## src/rtl/rs_dec_sched.sv

```systemverilog
// Input pacer and output framer around the RS(204,188) decoder: spaces CE pulses,
// limits codewords in flight and frames decoded bytes into 188-byte blocks.
module rs_dec_sched #(
  parameter int CE_GAP       = 8,
  parameter int IN_LEN       = 204,
  parameter int OUT_LEN      = 188,
  parameter int MAX_INFLIGHT = 4
) (
  input  logic        clk,
  input  logic        reset,
  input  logic        in_valid,
  input  logic [7:0]  in_data,
  output logic        in_ready,
  output logic        dec_CE,
  output logic [7:0]  dec_byte,
  input  logic [7:0]  dec_out_byte,
  input  logic        dec_CEO,
  input  logic        dec_valid_out,
  output logic        out_valid,
  output logic [7:0]  out_data,
  output logic        out_sob,
  output logic        out_eob,
  output logic [15:0] blk_in_cnt,
  output logic [15:0] blk_out_cnt,
  output logic        overflow,
  output logic        busy
);

  localparam int GAP_W = $clog2(CE_GAP);
  localparam int IN_W  = $clog2(IN_LEN);
  localparam int OUT_W = $clog2(OUT_LEN);

  localparam logic [GAP_W-1:0] GAP_LOAD = GAP_W'(CE_GAP - 1);
  localparam logic [IN_W-1:0]  IN_LAST  = IN_W'(IN_LEN - 1);
  localparam logic [OUT_W-1:0] OUT_LAST = OUT_W'(OUT_LEN - 1);
  localparam logic [3:0]       INF_MAX  = 4'(MAX_INFLIGHT);

  logic [GAP_W-1:0] gap_cnt;
  logic [IN_W-1:0]  in_idx;
  logic [OUT_W-1:0] out_idx;
  logic [3:0]       inflight;
  logic             accept;
  logic             capture;
  logic             blk_start;
  logic             blk_end;

  // The limiter only blocks at a codeword boundary, so a started codeword always completes.
  assign in_ready  = !reset && (gap_cnt == '0) && !((in_idx == '0) && (inflight == INF_MAX));
  assign accept    = in_valid && in_ready;
  assign capture   = dec_valid_out && dec_CEO;
  assign blk_start = accept && (in_idx == '0);
  assign blk_end   = capture && (out_idx == OUT_LAST);
  assign busy      = (inflight != 4'd0) || (in_idx != '0);

  // Stage p0: input pacing towards the decoder
  always_ff @(posedge clk or posedge reset) begin
    if (reset) begin
      gap_cnt    <= '0;
      in_idx     <= '0;
      blk_in_cnt <= '0;
      dec_CE     <= 1'b0;
      dec_byte   <= '0;
    end else begin
      dec_CE <= accept;
      if (accept) begin
        dec_byte <= in_data;
        gap_cnt  <= GAP_LOAD;
        if (in_idx == IN_LAST) begin
          in_idx     <= '0;
          blk_in_cnt <= blk_in_cnt + 16'd1;
        end else begin
          in_idx <= in_idx + 1'b1;
        end
      end else if (gap_cnt != '0) begin
        gap_cnt <= gap_cnt - 1'b1;
      end
    end
  end

  // Stage p1: decoder output framing, one cycle after capture
  always_ff @(posedge clk or posedge reset) begin
    if (reset) begin
      out_idx     <= '0;
      blk_out_cnt <= '0;
      out_valid   <= 1'b0;
      out_data    <= '0;
      out_sob     <= 1'b0;
      out_eob     <= 1'b0;
      overflow    <= 1'b0;
    end else begin
      out_valid <= capture;
      out_sob   <= capture && (out_idx == '0);
      out_eob   <= blk_end;
      if (capture) begin
        out_data <= dec_out_byte;
        if (inflight == 4'd0) overflow <= 1'b1;
        if (blk_end) begin
          out_idx     <= '0;
          blk_out_cnt <= blk_out_cnt + 16'd1;
        end else begin
          out_idx <= out_idx + 1'b1;
        end
      end
    end
  end

  // A block is charged when it starts on input and released when its last byte leaves.
  always_ff @(posedge clk or posedge reset) begin
    if (reset) begin
      inflight <= 4'd0;
    end else begin
      case ({blk_start, blk_end})
        2'b10:   inflight <= inflight + 4'd1;
        2'b01:   if (inflight != 4'd0) inflight <= inflight - 4'd1;
        default: inflight <= inflight;
      endcase
    end
  end

endmodule

```

## config.mk

```make
export PLATFORM = sky130hd
export DESIGN_NAME = rs_dec_sched
export DESIGN_NICKNAME = d
export VERILOG_FILES = /design/src/rtl/rs_dec_sched.sv
export SDC_FILE = /design/constraint.sdc
export NUM_CORES = 1
export LEC_CHECK = 0
export BUFFER_PORTS_ARGS = -buffer_cell sky130_fd_sc_hd__buf_2
export CAP_MARGIN = 10
export CORE_UTILIZATION = 25
export CTS_BUF_LIST = sky130_fd_sc_hd__clkbuf_4
export DETAILED_ROUTE_END_ITERATION = 10
export MAX_ROUTING_LAYER = met4
export PLACE_DENSITY_LB_ADDON = 0.2
export SLEW_MARGIN = 40
export SYNTH_ARGS = -nofsm -noshare
export SYNTH_HDL_FRONTEND = slang
export SYNTH_SLANG_ARGS = --single-unit
```

## constraint.sdc

```tcl
create_clock -name clk -period 5.62 [get_ports clk]
set_input_delay 0.843 -clock clk [delete_from_list [all_inputs] [get_ports clk]]
set_output_delay 0.843 -clock clk [all_outputs]
set_load 0.05 [all_outputs]
```

==> results.py, run 1 <==
metrics = {
    "timing": {
        "drv_slew": 0,
        "finalHoldViolCount": 0,
        "timing.hold.ws_ps": 299.3,
        "setup_viol": 0,
        "relSlewSlack_pct": 56.68,
        "setup_tns_ps": 0,
        "post-route-period-util_pct": 61.70,
        "fin_skew_ps": 12.91,
        "rsz0062_at_grt": "false",
        "final.min_clock_period_ps": 3468,
        "fmax_mhz": 288.4,
        "setup_ws_ps": 2152,
        "worst_pin_slew_ps": 649.8,
    },
    "cells_and_area": {
        "finalNetCount": 456,
        "mostFrequentLayoutCell": "dfrtp_1",
        "fillCellCount": 1472,
        "most-common-layout-cells": "dfrtp_1 (76), buf_2 (75), nand2_1 (54), xnor2_1 (29), nand3_1 (20)",
        "multi_input_area_mm2": 0.001614,
        "layout.cells.non_filler": 611,
        "final-seq-area_mm2": 0.001902,
        "drive_gt1_share_pct": 22.56,
        "areaGrowthSynthToFinish_pct": 18.24,
        "fin_util_pct": 30.56,
    },
    "clocking": {
        "hold_buffers": 0,
        "clk_path_buf_depth": 2,
        "clock-root-buffer": "clkbuf_4",
        "cts-buffers-inserted": 9,
        "clk_pin_slew_worst_paths_ps": 120,
        "cts_tree": "built",
        "cts_sinks": 76,
        "post_cts_buffers": 0,
        "h-tree-depth": 3,
        "cts_resized": 0,
        "insertion_delay_ps": 440,
    },
    "critical_path": {
        "r2r.worst_path.cells": 10,
        "rrSetupSlack_ps": 2430,
        "timing.rr.start": "out_idx[0]$_DFFE_PP0P_",
        "end_kind": "primary output",
        "path_max_fanout": 7,
        "crit_required_ps": 4780,
        "crit_type": "flip-flop to primary output",
        "r2r_end": "inflight[1]$_DFFE_PP0P_",
        "start_kind": "flip-flop",
        "crit_arrival_ps": 2620,
    },
    "yosys": {
        "synth_flop_cell": "dfrtp_1",
        "yosysWarnings": 0,
        "ys_seq_area_share_pct": 52.40,
        "syn-num-nets": 385,
        "async_flop_share_pct": 100.0,
        "ys_ff_latch": 76,
        "yosys.cell_types.count": 49,
        "syn-mean-instance-area_um2": 10.22,
        "synth_edf_count": 0,
        "synth_area_mm2": 0.003630,
        "synthCells": 355,
    },
    "routing": {
        "firstDrtPassIters": 4,
        "drc": 0,
        "antenna_left": 0,
        "vias_per_cell": 4.642,
        "wire_per_inst_um": 13.23,
        "wirelength_mm": 8.081,
        "drtIter0Drc": 91,
        "vias": 2836,
    },
    "pwr": {
        "combPwrFrac_pct": 28.8,
        "vdd_drop_max_uv": 150.4,
        "powerDensity_mw_per_mm2": 318.6,
        "p_sw_uw": 525.4,
        "seq_power_share_pct": 50.6,
        "clockPowerShare_pct": 20.7,
        "switching_share_pct": 38.43,
        "p_leak_nw": 2.080,
        "p_int_uw": 841.9,
    },
    "global_route": {
        "gr-total-overflow": 0,
        "first_global_vias": 2688,
        "antenna_found_initial": 0,
        "grt_max_degree": 69,
        "grt_pass1_wl_mm": 13.27,
        "grt_util_all_layers_pct": 11.89,
    },
    "status": {
        "status": "complete, no violations",
    },
    "place": {
        "portBuffers": 75,
        "dp_hpwl_mm": 5.604,
        "pre_cts_ws_ps": 2108,
        "dp.cells": 595,
        "gp_congestion": 0.7963,
    },
    "floorplan": {
        "die_h_um": 122.5,
        "start_util_pct": 25.85,
        "die_area_mm2": 0.01501,
        "num_rows": 43,
        "coreArea_mm2": 0.01404,
        "die_w_um": 122.5,
        "ioPinCount": 76,
    },
    "hold_path": {
        "min_path_type": "input port to asynchronous set/reset pin",
    },
    "flow_run": {
        "max_cap_violations": 0,
    },
}
==> registers in the layout (all words and copies together) (netlist names) <==
register and cells:
blk_in_cnt 16, blk_out_cnt 16, dec_CE 1, dec_byte 8, gap_cnt 3, in_idx 8
inflight 4, out_data 8, out_eob 1, out_idx 8, out_sob 1, out_valid 1
overflow 1
==> routing by layer <==
layer  global-route usage [%]  vias up  share of wire, %
met1                    14.63     1367                48
met4                    5.030        0               1.8
li1                         -     1392                 -
met5                        -        -                 0
met3                    3.671       10               4.7
met2                    17.94       67                46
==> cell type report <==
| class | count | area share [%] |
|---|---|---|
| timing repair buffer | 77 | 9.184 |
| clock inverter | 4 | 0.4082 |
| antenna | 1 | 0.05831 |
| clock buffer | 11 | 1.924 |
| multi-input combinational | 248 | 37.61 |
| tap | 180 | 5.248 |
| sequential | 76 | 44.31 |
| inverter | 14 | 1.254 |
==> worst max path at each step <==
stage	startpoint	end	slack, ps
after floorplan	in_idx[0]$_DFFE_PP0P_	in_ready	2750
after global placement	dec_valid_out	inflight[1]$_DFFE_PP0P_	2260
after detailed placement	dec_valid_out	inflight[1]$_DFFE_PP0P_	2110
after CTS	in_idx[0]$_DFFE_PP0P_	in_ready	2120
after global routing	in_idx[0]$_DFFE_PP0P_	in_ready	1830
final	in_idx[0]$_DFFE_PP0P_	in_ready	2150
==> per-stage QoR <==
step / power, mW / instance area, µm²
4_1_cts: 1.393 / 4283
3_3_place_gp: 1.094 / 4179
5_1_grt: 1.470 / 4289
6_report: 1.367 / 4292
3_5_place_dp: 1.099 / 4183
2_1_floorplan: 1.003 / 3630
==> power by group through the flow <==
stage | logic (mW) | clock network [mW] | registers [mW]
after global placement | 0.394 | 0 | 0.701
after detailed placement | 0.397 | 0 | 0.702
after CTS | 0.397 | 0.304 | 0.692
final | 0.394 | 0.282 | 0.691
after global routing | 0.440 | 0.323 | 0.708
after floorplan | 0.183 | 0 | 0.820
==> worst max-delay path: stages (launching register included) <==
cell and delay, ps:
dfrtp_1 430, inv_1 100, ha_1 150, or4b_1 560, nor4_1 580, nor3_1 130, buf_2 240
==> synthesized netlist by cell type (2+ instances only) <==
cell	n	area share, %
dfrtp_1	76	52
nand2_1	54	5.6
xnor2_1	29	7.0
nand3_1	20	2.8
nor2_1	18	1.9
nand4_1	15	2.6
clkbuf_1	13	1.3
inv_1	13	1.3
o21ai_0	13	1.8
nor4_1	10	1.7
ha_1	9	3.1
nor3_1	9	1.2
xor2_1	9	2.2
and3_1	7	1.2
mux2_1	6	1.9
and4_1	5	1.2
mux2i_1	5	1.4
or3_1	5	0.86
a21oi_1	3	0.41
mux2_2	3	0.93
buf_2	2	0.28
nand2b_1	2	0.34
nor3b_1	2	0.41
o31ai_1	2	0.41
==> cell families (layout without fill, tap and decap cells) <==
logic type / after synthesis / in the layout / synth area share [%]
xor gates and xnor gates: 38 / 38 / 9.169
muxes: 14 / 14 / 4.171
buffers and inverters: 31 / 106 / 3.309
DFF: 76 / 76 / 52.40
other: 0 / 1 / 0
and+or+nand+nor: 155 / 155 / 21.85
AOI/OAI and AO/OA: 32 / 32 / 5.998
adders and majority gates: 9 / 9 / 3.102
No activity file was read; power rests on OpenSTA's default activity.
==> run 2: changes to the inputs <==
Clock period 5.62 ns to 3.3 ns, I/O delays scaled along.
==> run 2 against run 1 <==
Utilization is 0.38 points higher. Worst setup slack worse by 1800 ps. Clock power up 68%. First-iteration DRC count grew 2.2%. Critical path type is now flip-flop to flip-flop.
==> results.py, run 2 (same netlist as run 1, synthesis figures left out) <==
metrics = {
    "pwr": {
        "p_int_mw": 1.445,
        "vdd_drop_max_uv": 264.2,
        "powerDensity_mw_per_mm2": 537.8,
        "clockPowerShare_pct": 20.3,
        "p_leak_nw": 2.113,
        "switching_share_pct": 38.17,
        "p_sw_uw": 892.1,
        "combPwrFrac_pct": 29.2,
        "seq_power_share_pct": 50.5,
    },
    "floorplan": {
        "start_util_pct": 25.85,
        "num_rows": 43,
        "die_area_mm2": 0.01501,
        "coreArea_mm2": 0.01404,
        "die_h_um": 122.5,
        "ioPinCount": 76,
        "die_w_um": 122.5,
    },
    "clocking": {
        "clock-root-buffer": "clkbuf_4",
        "cts_tree": "built",
        "clk_path_buf_depth": 2,
        "clk_pin_slew_worst_paths_ps": 110,
        "cts-buffers-inserted": 9,
        "insertion_delay_ps": 440,
        "hold_buffers": 0,
        "cts_sinks": 76,
        "h-tree-depth": 3,
    },
    "place": {
        "dp.cells": 601,
        "gp_congestion": 0.8115,
        "placed_area_mm2": 0.004237,
        "portBuffers": 75,
        "dp_hpwl_mm": 5.615,
    },
    "global_route": {
        "antenna_found_initial": 1,
        "grt_util_all_layers_pct": 12.22,
        "grt_max_degree": 44,
        "grt_pass1_wl_mm": 13.59,
        "gr-total-overflow": 0,
        "first_global_vias": 2703,
    },
    "cells_and_area": {
        "finalNetCount": 462,
        "fillCellCount": 1455,
        "drive_gt1_share_pct": 23.62,
        "layout.cells.non_filler": 617,
        "most-common-layout-cells": "dfrtp_1 (76), buf_2 (75), nand2_1 (54), xnor2_1 (29), nand3_1 (20)",
        "areaGrowthSynthToFinish_pct": 19.72,
        "largest_registers": "blk_in_cnt (16), blk_out_cnt (16)",
        "mostFrequentLayoutCell": "dfrtp_1",
        "fin_area_mm2": 0.004345,
    },
    "timing": {
        "setup_tns_ps": 0,
        "post-route-period-util_pct": 88.47,
        "fin_skew_ps": 9.497,
        "rsz0062_at_grt": "false",
        "timing.hold.ws_ps": 138.1,
        "drv_slew": 0,
        "final.min_clock_period_ps": 2920,
        "relSlewSlack_pct": 59.08,
        "fmax_mhz": 342.5,
        "finalHoldViolCount": 0,
        "worst_pin_slew_ps": 608.8,
        "setup_viol": 0,
    },
    "critical_path": {
        "crit_required_ps": 3680,
        "start_kind": "flip-flop",
        "end_kind": "flip-flop",
        "path_max_fanout": 7,
        "critPathMaxStageDelay_ps": 560,
        "crit_type": "flip-flop to flip-flop",
        "crit_buf_inv": 2,
        "path_cells": "inv_1 -> ha_1 -> or4b_1 -> or3_1 -> o21ai_0 -> o21ai_0 -> ha_1 -> inv_1 -> a2111oi_0 -> o32a_1",
        "crit_family": "simple AND/OR/NAND/NOR gates",
        "crit_arrival_ps": 3300,
        "cp_slowest_cell": "or4b_1",
    },
    "hold_path": {
        "min_path_type": "input port to asynchronous set/reset pin",
    },
    "flow_run": {
        "max_cap_violations": 0,
    },
    "routing": {
        "vias_per_cell": 4.613,
        "wire_per_inst_um": 13.20,
        "vias": 2846,
        "drtIter0Drc": 93,
        "antenna_left": 0,
        "drc": 0,
        "firstDrtPassIters": 4,
        "wirelength_mm": 8.146,
    },
    "status": {
        "status": "complete, no violations",
    },
}
## run 2: changes by cell type in the layout (fill, tap and decap cells not counted), sizes merged
| cell | change |
|---|---|
| buf | +6 |
## run 2: metrics by stage
stage / setup slack, ps / power, mW / utilization, %
after floorplan: 590.0 / 1.708 / -
after global placement: 477.7 / 1.876 / 30.17
after detailed placement: 392.9 / 1.885 / 30.17
after CTS: 148.6 / 2.386 / 30.88
after global routing: 147.9 / 2.501 / 30.95
final: 380.4 / 2.337 / 30.95
## run 2: power by group through the flow
| stage | Sequential (mW) | Combinational, mW | Clock, mW |
|---|---|---|---|
| finish | 1.18 | 0.682 | 0.474 |
| global placement | 1.19 | 0.684 | 0 |
| global route | 1.21 | 0.745 | 0.550 |
| CTS | 1.18 | 0.688 | 0.516 |
| floorplan | 1.40 | 0.312 | 0 |
| detailed placement | 1.20 | 0.686 | 0 |
## run 2: final timing paths
path	from	to	slack (ps)	cells past startpoint
min in group clk	dec_out_byte[2]	out_data[2]$_DFFE_PP0P_	230	3
max in group asynchronous	reset	out_data[5]$_DFFE_PP0P_	2530	3
hold / removal	reset	gap_cnt[2]$_DFFE_PP0P_	140	2
hold reg to reg	overflow$_DFFE_PP0P_	overflow$_DFFE_PP0P_	480	1
setup reg to reg	in_idx[0]$_DFFE_PP0P_	inflight[1]$_DFFE_PP0P_	380	10
setup / recovery	in_idx[0]$_DFFE_PP0P_	inflight[1]$_DFFE_PP0P_	380	10
## run 2: timing repair
| action | 4_1_cts | 5_1_grt |
|---|---|---|
| setup buffers | 0 | 0 |
| endpoints found under the setup margin | 0 | 1 |
| resized for setup | 0 | 1 |
## run 2: final cells by class
type                       instances  area, µm²  area share [%]
inverter                          14      53.80           1.238
antenna                            1      2.502         0.05759
timing repair buffer              83      447.9           10.31
sequential                        76       1902           43.77
tap                              180      225.2           5.183
multi-input combinational        248       1614           37.14
clock buffer                      11      82.58           1.900
clock inverter                     4      17.52          0.4031
## run 2: layer usage
metal  share of wire (%)  global-route usage [%]  vias up
li1                    -                       -     1407
met1                  49                   15.92     1357
met2                  45                   17.45       75
met3                 4.8                   3.764        7
met4                 1.5                   5.030        0
met5                   0                       -        -
## run 2: worst register-to-register path: stages (launching register included)
cell and delay, ps:
dfrtp_1 430, inv_1 110, ha_1 140, or4b_1 560, or3_1 460, o21ai_0 170, o21ai_0 90, ha_1 310
inv_1 50, a2111oi_0 340, o32a_1 210
